**src/rtl/instr_fetch_unit.sv**
```systemverilog
// Fetch stage: issues one outstanding imem request at a time from the PC and
// queues returned instructions with their PCs for decode.
module instr_fetch_unit #(
  parameter int WIDTH   = 32,
  parameter int IWIDTH  = 32,
  parameter int DEPTH   = 2,
  parameter int PC_STEP = 4
) (
  input  logic              clk,
  input  logic              reset,
  input  logic [WIDTH-1:0]  pc,
  output logic              pc_advance,
  input  logic              redirect,
  output logic              imem_req,
  output logic [WIDTH-1:0]  imem_addr,
  input  logic              imem_ack,
  input  logic [IWIDTH-1:0] imem_rdata,
  output logic              out_valid,
  input  logic              out_ready,
  output logic [IWIDTH-1:0] out_instr,
  output logic [WIDTH-1:0]  out_pc
);
  localparam int AW = $clog2(DEPTH);
  localparam int CW = $clog2(DEPTH + 1);
  localparam logic [CW-1:0] FULL = CW'(DEPTH);

  typedef enum logic [1:0] {IDLE, REQ, DRAIN} state_t;
  typedef struct packed {
    logic [WIDTH-1:0]  pc;
    logic [IWIDTH-1:0] instr;
  } entry_t;

  state_t           state;
  logic [WIDTH-1:0] addr_q;
  logic [CW-1:0]    count, count_next;
  logic [AW-1:0]    wr_ptr, rd_ptr;
  entry_t           fifo [DEPTH];
  logic             push, pop;

  assign imem_req   = (state == REQ) || (state == DRAIN);
  assign imem_addr  = addr_q;
  assign pc_advance = (state == REQ) && imem_ack && !redirect;
  assign push       = pc_advance;
  assign out_valid  = (count != '0);
  assign pop        = out_valid && out_ready && !redirect;
  assign out_instr  = fifo[rd_ptr].instr;
  assign out_pc     = fifo[rd_ptr].pc;

  // push never happens at FULL, so this cannot overflow
  assign count_next = count + CW'(push) - CW'(pop);

  always_ff @(posedge clk or negedge reset) begin
    if (!reset) begin
      state  <= IDLE;
      addr_q <= '0;
      count  <= '0;
      wr_ptr <= '0;
      rd_ptr <= '0;
      for (int i = 0; i < DEPTH; i++) fifo[i] <= '0;
    end else begin
      case (state)
        IDLE: begin
          if (!redirect && (count < FULL)) begin
            addr_q <= pc;
            state  <= REQ;
          end
        end
        REQ: begin
          if (imem_ack) begin
            if (!redirect && (count_next < FULL)) addr_q <= addr_q + WIDTH'(PC_STEP);
            else                                  state  <= IDLE;
          end else if (redirect) begin
            // memory cannot abort: wait out the stale response
            state <= DRAIN;
          end
        end
        DRAIN:   if (imem_ack) state <= IDLE;
        default: state <= IDLE;
      endcase

      if (redirect) begin
        count  <= '0;
        wr_ptr <= '0;
        rd_ptr <= '0;
      end else begin
        if (push) begin
          fifo[wr_ptr] <= '{pc: addr_q, instr: imem_rdata};
          wr_ptr       <= wr_ptr + 1'b1;
        end
        if (pop) rd_ptr <= rd_ptr + 1'b1;
        count <= count_next;
      end
    end
  end
endmodule

```
**config.mk**
```make
export PLATFORM = sky130hd
export DESIGN_NAME = instr_fetch_unit
export DESIGN_NICKNAME = d
export VERILOG_FILES = /design/src/rtl/instr_fetch_unit.sv
export SDC_FILE = /design/constraint.sdc
export NUM_CORES = 1
export LEC_CHECK = 0
export CORE_ASPECT_RATIO = 1.25
export CORE_UTILIZATION = 29
export CTS_BUF_LIST = sky130_fd_sc_hd__clkbuf_8
export DETAILED_ROUTE_END_ITERATION = 7
export PLACE_DENSITY = 0.62
export SLEW_MARGIN = 10
export SYNTH_ARGS = -nofsm -noshare
export SYNTH_HDL_FRONTEND = slang
export SYNTH_SLANG_ARGS = --single-unit
```
**constraint.sdc**
```tcl
create_clock -name clk -period 2.8 [get_ports clk]
set_input_delay 0.84 -clock clk [delete_from_list [all_inputs] [get_ports clk]]
set_output_delay 0.84 -clock clk [all_outputs]
set_load 0.005 [all_outputs]
```
==> impl_metrics.ini <==
[outcome]
outcome = completed

[sta]
fin_skew_ns = 0.0222
period_needed_ns = 2.79
holdWs_ns = 0.289
setup_viol = 0
tightest_slew_ns = 0.757
hold_viol = 0
max_freq_ghz = 0.358
rsz0062_at_grt = true
slew_viol_final = 0
min_period_over_period = 0.998
relSlewSlack = 0.491

[placement]
gp_congestion = 0.778
port_buffers = 167
dp_hpwl_um = 14500

[worst_setup_path]
rrSetupSlack_ns = 0.16
worstPathMaxFanout = 6
crit_arrival_ns = 1.95
cp-start-kind = flop
startpoint = rd_ptr$_DFFE_PN0P_
r2r_start = count[0]$_DFF_PN0_
required_ns = 1.96
path_class = reg2out
endpoint_kind = output port
regToRegEndpoint = imem_addr[16]$_DFFE_PN0P_
reg2regPathDepth = 12

[synth]
yosys_warnings = 0
synth_seq_area_share = 0.526
syn_area_per_cell_um2 = 12.3
ys_ff_latch = 166
synth-main-ff-cell = dfrtp_1
synth_cell_types = 48
synthArstFlopShare = 1.00
syn_area_um2 = 7900
syn_nets = 717
syn_inst = 642
synth_top_area_share = 0.526
synth_area_leaders = dfrtp_1 53%, mux2_2 27%, a21oi_1 2.2%
synth_edf_count = 0
yosys.area.top_type = dfrtp_1

[cts]
clock_tree.buffer_depth = 2
numCtsBuffers = 17
worst_skew_pair.late_latency_ns = 0.47
cts_tree = yes
clk_pin_slew_ns = 0.11
cts_sinks = 166
ctsRootBufferMaster = clkbuf_8
htreeDepth = 4

[route]
avgRoutedWirePerCell_um = 17.2
drt_iter0_drc = 221
firstDrtPassIters = 4
viasPerCell = 4.86
drc = 0
antenna_left = 0
vias = 5806
wirelength_um = 20600

[die]
core_um2 = 26800
initial_core_util = 0.294
ios = 168
die_area_um2 = 27900
rows = 67
die_w_um = 150
die_h_um = 187

[cells_and_area]
layout.nets = 911
area_growth_pct = 37.8
drive_gt1_frac = 0.349
nFillCells = 2574

[global_route]
grt_max_degree = 66
grt_pass1_wl_um = 32800
grtUsageTotal = 0.152
grt_antenna_before_repair = 1
grt_pass1_vias = 5935
overflow = 0

[power]
p_total_mw = 11.0
power_density_nw_per_um2 = 1010
p_leak_nw = 4.85
ir_drop_uv = 449

[run]
cap_viol_max_count = 0

[min_path]
hold_path_class = in2async
-- synthesized netlist by cell type, types with 5 or more instances --
cell,n
mux2_2,190
dfrtp_1,166
nand2_1,38
a21oi_1,34
clkbuf_1,32
o21ai_0,21
nor2_1,18
nand3_1,15
o22ai_1,11
a2bb2oi_1,9
inv_1,9
nand4_1,9
and3_1,8
nor2b_1,7
buf_2,6
ha_1,6
nand2b_1,5
-- logic make-up (layout without fill, tap and decap cells) --
kind of cell | count (synthesis) | in the layout | synth area share
AO/OA/AOI/OAI | 101 | 101 | 0.0797
XOR/XNOR | 4 | 4 | 0.00444
multiplexers | 193 | 193 | 0.275
buffers and inverters | 51 | 258 | 0.0253
flip-flops | 166 | 166 | 0.526
other | 0 | 1 | 0
AND/OR/NAND/NOR | 121 | 121 | 0.0803
adder cells (fa/ha/maj) | 6 | 6 | 0.00951
-- critical path, stage by stage (launching register included) --
cell and delay (ns):
dfrtp_4 0.55, buf_4 0.17, buf_12 0.12, buf_8 0.12
mux2_2 0.26, dlygate4sd2_1 0.27
-- power by group --
| group | internal (mW) | leakage (nW) | total, mW | switching [mW] |
|---|---|---|---|---|
| Sequential | 3.45 | 2.03 | 4.25 | 0.802 |
| Clock | 0.672 | 0.198 | 1.72 | 1.05 |
| Combinational | 3.04 | 2.62 | 5.05 | 2.00 |
| Total | 7.16 | 4.85 | 11.0 | 3.85 |
-- metal layers --
layer  up-vias  wire length, um  GRT usage
met2       146             9910      0.244
met3        19             1170     0.0396
met1      2900             9230      0.198
met5         -                0          0
met4         0              294     0.0463
li1       2741                -          -
-- final cells by class --
cell class	instances	area, um2	share of cell area
sequential	166	4160	0.382
multi-input combinational	425	3610	0.332
timing repair buffer	217	2260	0.208
tap	345	432	0.0397
clock buffer	17	234	0.0215
clock inverter	15	156	0.0144
inverter	9	33.8	0.00310
antenna	1	2.50	0.000230
-- timing repair --
action                                  in CTS  in global routing
hold endpoints to repair                     0                  0
hold buffers                                 0                  0
pin swaps                                    0                  1
endpoints found under the setup margin      57                 35
resized for setup                           55                 35
setup buffers                                4                  9
gates cloned                                 1                  0
-- cell usage in the layout (no fill, tap or decap), types with 17 or more instances in the layout --
cell             instances
mux2_2                 190
dfrtp_1                165
clkdlybuf4s50_1        100
dlygate4sd2_1           42
nand2_1                 37
a21oi_1                 32
buf_4                   30
o21ai_0                 21
dlymetal6s2s_1          21
clkbuf_8                17
-- flip-flops by register name, summed over array words and instances, names as in the netlist --
signal     flops
fifo         128
state          2
wr_ptr         1
count          2
imem_addr     32
rd_ptr         1
-- through the flow --
stage	util	setup slack, ns	setup TNS (ns)	cell area (um2)	std cells
floorplan	-	0.0238	0	7920	642
global placement	0.384	-0.475	-11.76	10300	1148
detailed placement	0.384	-0.482	-11.91	10300	1148
CTS	0.400	-0.133	-1.91	10700	1185
global route	0.406	-0.0755	-0.915	10900	1195
finish	0.406	0.00576	0	10900	1195
-- worst max path at each step --
stage                           endpoint  slack [ns]
2_1_floorplan  imem_addr[25]$_DFFE_PN0P_        0.02
3_3_place_gp   imem_addr[31]$_DFFE_PN0P_       -0.48
3_5_place_dp    imem_addr[9]$_DFFE_PN0P_       -0.48
4_1_cts                    out_instr[13]       -0.13
5_1_grt                    out_instr[17]       -0.08
6_report                    out_instr[0]       0.006
No activity file was read; power rests on OpenSTA's default activity.
